File: config.mk
export PLATFORM = sky130hd
export DESIGN_NAME = weave_row_sequencer_flat
export DESIGN_NICKNAME = d
export VERILOG_FILES = /design/src/rtl/weave_row_if.sv /design/src/rtl/weave_row_sequencer.sv /design/src/flat_wrapper.sv
export SDC_FILE = /design/constraint.sdc
export NUM_CORES = 1
export LEC_CHECK = 0
export CELL_PAD_IN_SITES_DETAIL_PLACEMENT = 1
export CELL_PAD_IN_SITES_GLOBAL_PLACEMENT = 2
export CORE_MARGIN = 8
export CORE_UTILIZATION = 35
export CTS_CLUSTER_DIAMETER = 40
export CTS_CLUSTER_SIZE = 16
export DETAILED_ROUTE_END_ITERATION = 8
export PLACE_DENSITY = 0.69
export SLEW_MARGIN = 20
export SYNTH_ARGS = -nofsm -noshare
export SYNTH_HDL_FRONTEND = slang
export SYNTH_SLANG_ARGS = --single-unit
export TNS_END_PERCENT = 1
File: constraint.sdc
create_clock -name clk -period 5.9 [get_ports clk]
set_clock_uncertainty 0.15 [all_clocks]
set_input_delay 0.59 -clock clk [delete_from_list [all_inputs] [get_ports clk]]
set_output_delay 0.59 -clock clk [all_outputs]
set_load 0.01 [all_outputs]
File: src/rtl/weave_row_if.sv
// Handshake and playback bundle between the pattern source / loom controller
// and weave_row_sequencer. The controller side uses master, the sequencer uses slave.
interface weave_row_if #(
  parameter int DEPTH = 8,
  parameter int W     = 8
);
  localparam int IDX_W = $clog2(DEPTH);

  logic [W-1:0]     in_data;
  logic             in_valid;
  logic             in_ready;
  logic             start;
  logic             clear;
  logic             pick;
  logic [W-1:0]     row_out;
  logic             row_valid;
  logic [IDX_W-1:0] row_idx;
  logic [7:0]       repeat_cnt;
  logic             playing;

  modport master (
    output in_data, in_valid, start, clear, pick,
    input  in_ready, row_out, row_valid, row_idx, repeat_cnt, playing
  );

  modport slave (
    input  in_data, in_valid, start, clear, pick,
    output in_ready, row_out, row_valid, row_idx, repeat_cnt, playing
  );
endinterface

File: src/rtl/weave_row_sequencer.sv
// Captures up to DEPTH lift rows, then replays them cyclically one row per pick.
// Define WEAVE_TWILL_SHIFT_EN to rotate the pattern left by one thread on every repeat.
module weave_row_sequencer #(
  parameter int DEPTH = 8,
  parameter int W     = 8
) (
  input  logic       clk,
  input  logic       rst,
  weave_row_if.slave bus
);
  localparam int IDX_W = $clog2(DEPTH);
  localparam int CNT_W = $clog2(DEPTH + 1);
  localparam int ROT_W = (W > 1) ? $clog2(W) : 1;

  typedef enum logic [1:0] {IDLE, LOAD, PLAY} state_t;

  state_t           state_q, state_d;
  logic [W-1:0]     mem [DEPTH];
  logic [CNT_W-1:0] count_q;
  logic [CNT_W-1:0] count_nx;
  logic [IDX_W-1:0] rd_ptr_q;
  logic [ROT_W-1:0] rot_q;
  logic [7:0]       repeat_q;
  logic [W-1:0]     row_out_p0;
  logic [IDX_W-1:0] row_idx_p0;
  logic             vld_p0;
  logic             wr_go;
  logic             start_go;
  logic             pick_go;
  logic             wrap;

  function automatic logic [W-1:0] rotl(input logic [W-1:0] x, input logic [ROT_W-1:0] r);
    logic [2*W-1:0] d;
    d = {x, x} << r;
    return d[2*W-1:W];
  endfunction

  function automatic logic [7:0] sat_inc(input logic [7:0] v);
    return (v == 8'hFF) ? v : v + 8'd1;
  endfunction

`ifdef WEAVE_TWILL_SHIFT_EN
  function automatic logic [ROT_W-1:0] rot_next(input logic [ROT_W-1:0] r);
    return (r == ROT_W'(W - 1)) ? '0 : r + ROT_W'(1);
  endfunction
`endif

  assign bus.in_ready = (state_q != PLAY) && (count_q < CNT_W'(DEPTH));

  // clear outranks every other request, including a write in the same cycle
  assign wr_go    = bus.in_valid && bus.in_ready && !bus.clear;
  assign count_nx = count_q + CNT_W'(wr_go);
  assign start_go = bus.start && !bus.clear && (state_q != PLAY) && (count_nx != '0);
  assign pick_go  = bus.pick && !bus.clear && (state_q == PLAY);
  assign wrap     = (CNT_W'(rd_ptr_q) == count_q - CNT_W'(1));

  always_ff @(posedge clk or posedge rst) begin
    if (rst) state_q <= IDLE;
    else     state_q <= state_d;
  end

  always_comb begin
    state_d = state_q;
    if (bus.clear)    state_d = IDLE;
    else if (start_go) state_d = PLAY;
    else if (wr_go)    state_d = LOAD;
  end

  // draft storage is data only; stale rows stay unreachable once count is zeroed
  always_ff @(posedge clk) begin
    if (wr_go) mem[count_q[IDX_W-1:0]] <= bus.in_data;
  end

  // stage p0: playback pointer, repeat tracking and registered row outputs
  always_ff @(posedge clk or posedge rst) begin
    if (rst) begin
      count_q    <= '0;
      rd_ptr_q   <= '0;
      rot_q      <= '0;
      repeat_q   <= '0;
      row_out_p0 <= '0;
      row_idx_p0 <= '0;
      vld_p0     <= 1'b0;
    end else if (bus.clear) begin
      count_q    <= '0;
      rd_ptr_q   <= '0;
      rot_q      <= '0;
      repeat_q   <= '0;
      row_out_p0 <= '0;
      row_idx_p0 <= '0;
      vld_p0     <= 1'b0;
    end else begin
      count_q <= count_nx;
      vld_p0  <= pick_go;
      if (start_go) begin
        rd_ptr_q <= '0;
        repeat_q <= '0;
        rot_q    <= '0;
      end else if (pick_go) begin
        row_out_p0 <= rotl(mem[rd_ptr_q], rot_q);
        row_idx_p0 <= rd_ptr_q;
        if (wrap) begin
          rd_ptr_q <= '0;
          repeat_q <= sat_inc(repeat_q);
`ifdef WEAVE_TWILL_SHIFT_EN
          rot_q    <= rot_next(rot_q);
`endif
        end else begin
          rd_ptr_q <= rd_ptr_q + IDX_W'(1);
        end
      end
    end
  end

  assign bus.row_out    = row_out_p0;
  assign bus.row_idx    = row_idx_p0;
  assign bus.row_valid  = vld_p0;
  assign bus.repeat_cnt = repeat_q;
  assign bus.playing    = (state_q == PLAY);

endmodule

File: src/flat_wrapper.sv
// flat-port wrapper written by rule: the top's interface ports become plain ports
module weave_row_sequencer_flat 
#(
  parameter int DEPTH = 8,
  parameter int W     = 8
)
  (clk, rst, bus_in_data, bus_in_valid, bus_start, bus_clear, bus_pick, bus_in_ready, bus_row_out, bus_row_valid, bus_row_idx, bus_repeat_cnt, bus_playing);
  weave_row_if #(.DEPTH(DEPTH), .W(W)) bus_i ();
  input  logic clk;
  input  logic rst;
  input wire logic [$bits(bus_i.in_data)-1:0] bus_in_data;
  input wire logic [$bits(bus_i.in_valid)-1:0] bus_in_valid;
  input wire logic [$bits(bus_i.start)-1:0] bus_start;
  input wire logic [$bits(bus_i.clear)-1:0] bus_clear;
  input wire logic [$bits(bus_i.pick)-1:0] bus_pick;
  output wire logic [$bits(bus_i.in_ready)-1:0] bus_in_ready;
  output wire logic [$bits(bus_i.row_out)-1:0] bus_row_out;
  output wire logic [$bits(bus_i.row_valid)-1:0] bus_row_valid;
  output wire logic [$bits(bus_i.row_idx)-1:0] bus_row_idx;
  output wire logic [$bits(bus_i.repeat_cnt)-1:0] bus_repeat_cnt;
  output wire logic [$bits(bus_i.playing)-1:0] bus_playing;
  assign bus_i.in_data = bus_in_data;
  assign bus_i.in_valid = bus_in_valid;
  assign bus_i.start = bus_start;
  assign bus_i.clear = bus_clear;
  assign bus_i.pick = bus_pick;
  assign bus_in_ready = bus_i.in_ready;
  assign bus_row_out = bus_i.row_out;
  assign bus_row_valid = bus_i.row_valid;
  assign bus_row_idx = bus_i.row_idx;
  assign bus_repeat_cnt = bus_i.repeat_cnt;
  assign bus_playing = bus_i.playing;
  weave_row_sequencer #(.DEPTH(DEPTH), .W(W)) u_core (.clk(clk), .rst(rst), .bus(bus_i));
endmodule
# Yosys cells after proc, flatten, opt, wreduce, memory -nomap -nowiden

Memories as Yosys holds them, arrays and structs flattened.
Cells that the tools add are included.

Register bits: 32
Memory bits (writable): 64
Input port bits: 14
Logic and storage cells: 62
Memories kept: 1

Memory list:

| memory     | depth | width | rd ports | clocked after Yosys merged registers in | write ports | line                      | source |
|---|---|---|---|---|---|---|---|
| u_core.mem | 8     | 8     | 1        | 0                                       | 1           | weave_row_sequencer.sv:18 | `logic [W-1:0] mem [DEPTH];` |

Add/subtract/negate cells: 4
Order comparisons: 1
Equal/unequal tests: 6
Shifts and indexed selects: 1
Muxes and demuxes: 24
Reductions and logical operators: 17

Operator list:

| cell                                                                     | number |
|---|---|
| 8-bit two-way mux                                                        | 8 |
| 3-bit two-way mux                                                        | 9 |
| 16-bit by 3-bit left shift with 16-bit output                            | 1 |
| 3-bit nonzero test                                                       | 3 |
| 8-bit by 1-bit adder with 8-bit output (second input constant)           | 1 |
| 8-bit equality test (second input constant)                              | 1 |
| 1-bit logical AND                                                        | 8 |
| 2-bit two-way mux                                                        | 3 |
| 4-bit by 1-bit adder with 4-bit output                                   | 1 |
| 3-bit by 4-bit equality test with 1-bit output                           | 1 |
| 4-bit less-than comparator (second input constant)                       | 1 |
| 4-bit two-way mux                                                        | 1 |
| 2-bit inequality test (second input constant)                            | 2 |
| 2-bit nonzero test                                                       | 2 |
| 4-bit nonzero test                                                       | 1 |
| 4-bit by 1-bit subtractor with 4-bit output (second input constant)      | 1 |
| 3-bit by 1-bit adder with 3-bit output (second input constant)           | 1 |
| 1-bit two-way mux                                                        | 3 |
| 3-bit by 2-bit inequality test with 1-bit output (second input constant) | 1 |
| 3-bit AND reduction                                                      | 1 |
| 2-bit equality test (second input constant)                              | 1 |
| 2-bit AND reduction                                                      | 1 |
| 1-bit logical NOT                                                        | 1 |

# Depth between registers and ports, before layout

Depth after elaboration: 9
Mapped depth: 10
Mapped depth without buffers: 8

# Worst setup path before layout

OpenSTA, ideal clock, no wires.

Path type: input to register
From: in bus_clear
To: reg u_core.repeat_q[6] (netlist: u_core.bus.repeat_cnt[6])
Library setup time: 0.086 ns
Data arrival time: 2.405 ns
Required time: 5.664 ns
Setup slack: 3.259 ns
Stages: 8
Path buffers: 2
Cells stage by stage: clkbuf_1 > nor3_1 > ha_1 > ha_1 > o41ai_1 > o21bai_1 > clkbuf_1 > nor3_1

Word-level cells in the longest chain between the ends: 7
Elaborated cells between the ends (all ways): 15
Those cells by class: add/sub (1); eq/ne (1); mux (2); reduce/logical (11)

Ends and longest elaborated chain:

| item                                                                               | line                                                                            | source |
|---|---|---|
| from (decl)                                                                        | flat_wrapper.sv:14                                                              | `input wire logic [$bits(bus_i.clear)-1:0] bus_clear;` |
| 1-bit logical NOT                                                                  | weave_row_sequencer.sv:51, weave_row_sequencer.sv:53, weave_row_sequencer.sv:54 |  |
| 1-bit logical AND                                                                  | weave_row_sequencer.sv:51                                                       | `assign wr_go = bus.in_valid && bus.in_ready && !bus.clear;` |
| 4-bit by 1-bit adder with 4-bit output                                             | weave_row_sequencer.sv:52                                                       | `assign count_nx = count_q + CNT_W'(wr_go);` |
| 4-bit nonzero test                                                                 | weave_row_sequencer.sv:53                                                       | `assign start_go = bus.start && !bus.clear && (state_q != PLAY) && (count_nx != '0);` |
| 1-bit logical AND                                                                  | weave_row_sequencer.sv:53                                                       |  |
| 3-bit by 2-bit inequality test with 1-bit output (no line) (tied with other cells) | -                                                                               |  |
| 3-bit AND reduction (no line) / 8-bit two-way mux (equally long branches)          | -                                                                               |  |
| to (signal assigned)                                                               | weave_row_sequencer.sv:104                                                      | `repeat_q <= sat_inc(repeat_q);` |
| to (decl)                                                                          | weave_row_sequencer.sv:23                                                       | `logic [7:0] repeat_q;` |

Several ways; a longest one is shown, not always the timed one.
A chain may end at the register's enable or synchronous reset.

# Final worst setup path

From: in bus_clear
To: reg u_core.rd_ptr_q[1]

Word-level cells in the longest chain between the ends: 7
Elaborated cells between the ends (all ways): 12
Those cells by class: add/sub (1); mux (2); reduce/logical (9)

Ends and longest elaborated chain:

| item                                   | line                                                                            | source |
|---|---|---|
| 1-bit logical NOT                      | weave_row_sequencer.sv:51, weave_row_sequencer.sv:53, weave_row_sequencer.sv:54 |  |
| 1-bit logical AND                      | weave_row_sequencer.sv:51                                                       |  |
| 4-bit by 1-bit adder with 4-bit output | weave_row_sequencer.sv:52                                                       |  |
| 4-bit nonzero test                     | weave_row_sequencer.sv:53                                                       |  |
| 1-bit logical AND                      | weave_row_sequencer.sv:53                                                       |  |
| 3-bit two-way mux                      | weave_row_sequencer.sv:95                                                       | `if (start_go) begin` |
| 3-bit two-way mux                      | weave_row_sequencer.sv:84                                                       | `end else if (bus.clear) begin` |
| to (signal assigned)                   | weave_row_sequencer.sv:109                                                      | `rd_ptr_q <= rd_ptr_q + IDX_W'(1);` |
| to (decl)                              | weave_row_sequencer.sv:21                                                       | `logic [IDX_W-1:0] rd_ptr_q;` |

Several ways; a longest one is shown, not always the timed one.

==> impl_metrics.tcl <==
set metrics [dict create \
    dieArea_um2 14700 \
    grt_setup_unrepaired "no" \
    clk_path_buf_depth 2 \
    hold_viol 0 \
    internal_power_mw 0.914 \
    drcViolationCount 0 \
    gp_congestion 0.707 \
    synth.most_common_cell "edfxtp_1" \
    syn_nets 274 \
    synth_edf_count 64 \
    cts_hold_buffers 0 \
    grt_overflow 0 \
    die_h_um 121 \
    avgSynthCellArea_um2 15.2 \
    dominantRegCellSynth "edfxtp_1" \
    status "complete, no violations" \
    synth_area_leaders "edfxtp_1, dfrtp_1, mux4_2" \
    ys_warn_count 0 \
    finalSetupTns_ns 0 \
    clk_pin_slew_ns 0.09 \
    powerDensity_nw_per_um2 265 \
    ys_types 39 \
    cp_common_cell "ha_1" \
    vias 2236 \
    irDropWorstVdd_uv 118 \
    nets 311 \
    insertion_delay_ns 0.36 \
    pwr-share-clk 0.336 \
    row_count 38 \
    initial_core_util 0.357 \
    grt_max_degree 30 \
    cts_tree "done" \
    totalWireLength_um 8170 \
    antenna_left 0 \
    hold_depth 1 \
    drt_iter0_markers 78 \
    final_util 0.421 \
    fin_area_um2 4570 \
    worstPathMaxFanout 19 \
    reg2reg_depth 8 \
    sw_frac_of_total 0.246 \
    die_w_um 121 \
    diodes 0 \
    slew_viol_final 0 \
    critPathMaxStageDelay_ns 0.77 \
    ys_ff_latch 93 \
    max_freq_mhz 287 \
    grt_first_pass_wirelength_um 12900 \
    synthCells 255 \
    power_frac_comb 0.072 \
    wl_per_cell_um 18.7 \
    io_buffer_count 35 \
    vias_per_cell 5.12 \
    min_period_ns 3.48 \
    post_cts_buffers 0 \
    arrival_ns 3.54 \
    seq_area_frac_synth 0.683 \
    worst_path_max_delay_cell "clkdlybuf4s50_1" \
    hpwl_um 5410 \
    endpoint_kind "register" \
    cp-start-kind "primary input" \
    p_switching_mw 0.297 \
    clock_sinks 93 \
    ios 36 \
    post_cts_resized 0 \
    drive_gt1_frac 0.131 \
    worstPathCellList "clkdlybuf4s50_1, nor3_1, ha_1, ha_1, xor2_1, o41ai_1, o21bai_1, o22ai_1" \
    crit_type "in2reg" \
    slew_headroom 0.306 \
    tightest_slew_ns 1.04 \
    synthTopCellsByCount "edfxtp_1, dfrtp_1, nor2_1" \
    cp.required_ns 5.96 \
    track_usage 0.116 \
    place_area_um2 4380 \
    synth_top_area_frac 0.496 \
    netlist_area_um2 3870 \
    cts_buffers 9 \
    leakage_nw 1.55 \
    yosysTopAreaCell "edfxtp_1" \
    setup_viol 0 \
    cts-root-buf "clkbuf_8" \
    htreeDepth 3 \
    antenna_found_initial 0 \
    syn_to_final_growth_pct 17.8 \
    seq_power_share 0.592 \
    async_flop_share 0.312 \
    firstDrtPassIters 4 \
    hold_class "reg2reg" \
    maxCapViolCount 0 \
    fp.coreArea_um2 10800 \
    whs_ns 0.363 \
    finalCritPeriodShare 0.590 \
    first_global_vias 2268 \
]
[stage by stage]
| step | setup WS [ns] | power (mW) | instances |
|---|---|---|---|
| after global placement | 2.10 | 0.819 | 421 |
| final | 2.42 | 1.21 | 437 |
| after global routing | 2.14 | 1.26 | 437 |
| after CTS | 2.35 | 1.23 | 437 |
| after floorplan | 3.26 | 0.780 | 255 |
| after detailed placement | 1.95 | 0.821 | 421 |
[layout make-up]
type,instances,area [um2]
Clock buffer,9,124
Clock inverter,7,62.6
Fill cell,1122,6270
Tap cell,140,175
Inverter,6,22.5
Multi-Input combinational cell,142,1150
Sequential cell,93,2650
Timing Repair Buffer,40,388
[power by group through the flow]
stage	registers, mW	logic, mW	clock network, mW
after floorplan	0.731	0.0487	0
after global placement	0.731	0.0883	0
after detailed placement	0.731	0.0896	0
after CTS	0.717	0.0899	0.422
after global routing	0.718	0.0971	0.442
final	0.716	0.0874	0.407
[state kept, by name (all words and copies together) (netlist names)]
signal and flops:
u_core.bus.row_out 8, u_core.rd_ptr_q 3, u_core.state_q 2, u_core.bus.repeat_cnt 8
u_core.bus.row_idx 3, u_core.bus.row_valid 1, u_core.count_q 4, u_core.mem 64
[layer usage]
layer  up-vias  routed length [um]  GRT usage
li1       1044                   -          -
met1      1145                3850      0.145
met2        36                3970      0.191
met3        11                 242     0.0247
met4         0                 108     0.0463
met5         -                   0          0
[critical path, delay by kind of cell]
family,cells,cell delay (ns)
adder cells (fa/ha/maj),2,0.41
AND/OR/NAND/NOR,1,0.49
AO/OA/AOI/OAI,3,1.08
buffers and inverters,1,0.77
XOR/XNOR,1,0.19
[placed cells by master (no fill, tap or decap), types with 5 or more instances in the layout]
cell              n
ha_1              5
buf_4             5
mux4_2           16
clkbuf_8          9
nor2_1           21
nor2b_1           6
nand2_1          18
nor3_1            7
clkdlybuf4s50_1  35
edfxtp_1         64
xor2_1            5
a211oi_1          9
a21oi_1          12
inv_1             6
dfrtp_1          29
mux2i_1           9
[kinds of logic after synthesis]
| group | Yosys count | share of synthesized area |
|---|---|---|
| compound gates | 34 | 0.0581 |
| buf+inv | 20 | 0.0210 |
| mux | 25 | 0.116 |
| flops | 93 | 0.683 |
| xor+xnor | 6 | 0.0136 |
| simple gates | 72 | 0.0917 |
| fa+ha+maj | 5 | 0.0161 |
[worst paths after layout]
| check | slack, ns | to | startpoint |
|---|---|---|---|
| hold reg to reg | 0.36 | u_core.bus.repeat_cnt[4]$_DFFE_PP0P_ | u_core.bus.repeat_cnt[4]$_DFFE_PP0P_ |
| min in group asynchronous | 0.45 | u_core.bus.row_out[0]$_DFFE_PP0P_ | rst |
| setup reg to reg | 2.89 | u_core.bus.repeat_cnt[5]$_DFFE_PP0P_ | u_core.state_q[0]$_DFFE_PP0P_ |
| hold / removal | 0.36 | u_core.bus.repeat_cnt[4]$_DFFE_PP0P_ | u_core.bus.repeat_cnt[4]$_DFFE_PP0P_ |
| setup / recovery | 2.42 | u_core.rd_ptr_q[1]$_DFFE_PP0P_ | bus_clear |
| max in group asynchronous | 4.85 | u_core.bus.row_out[3]$_DFFE_PP0P_ | rst |
Note: power is estimated with default switching activity, not from simulation.
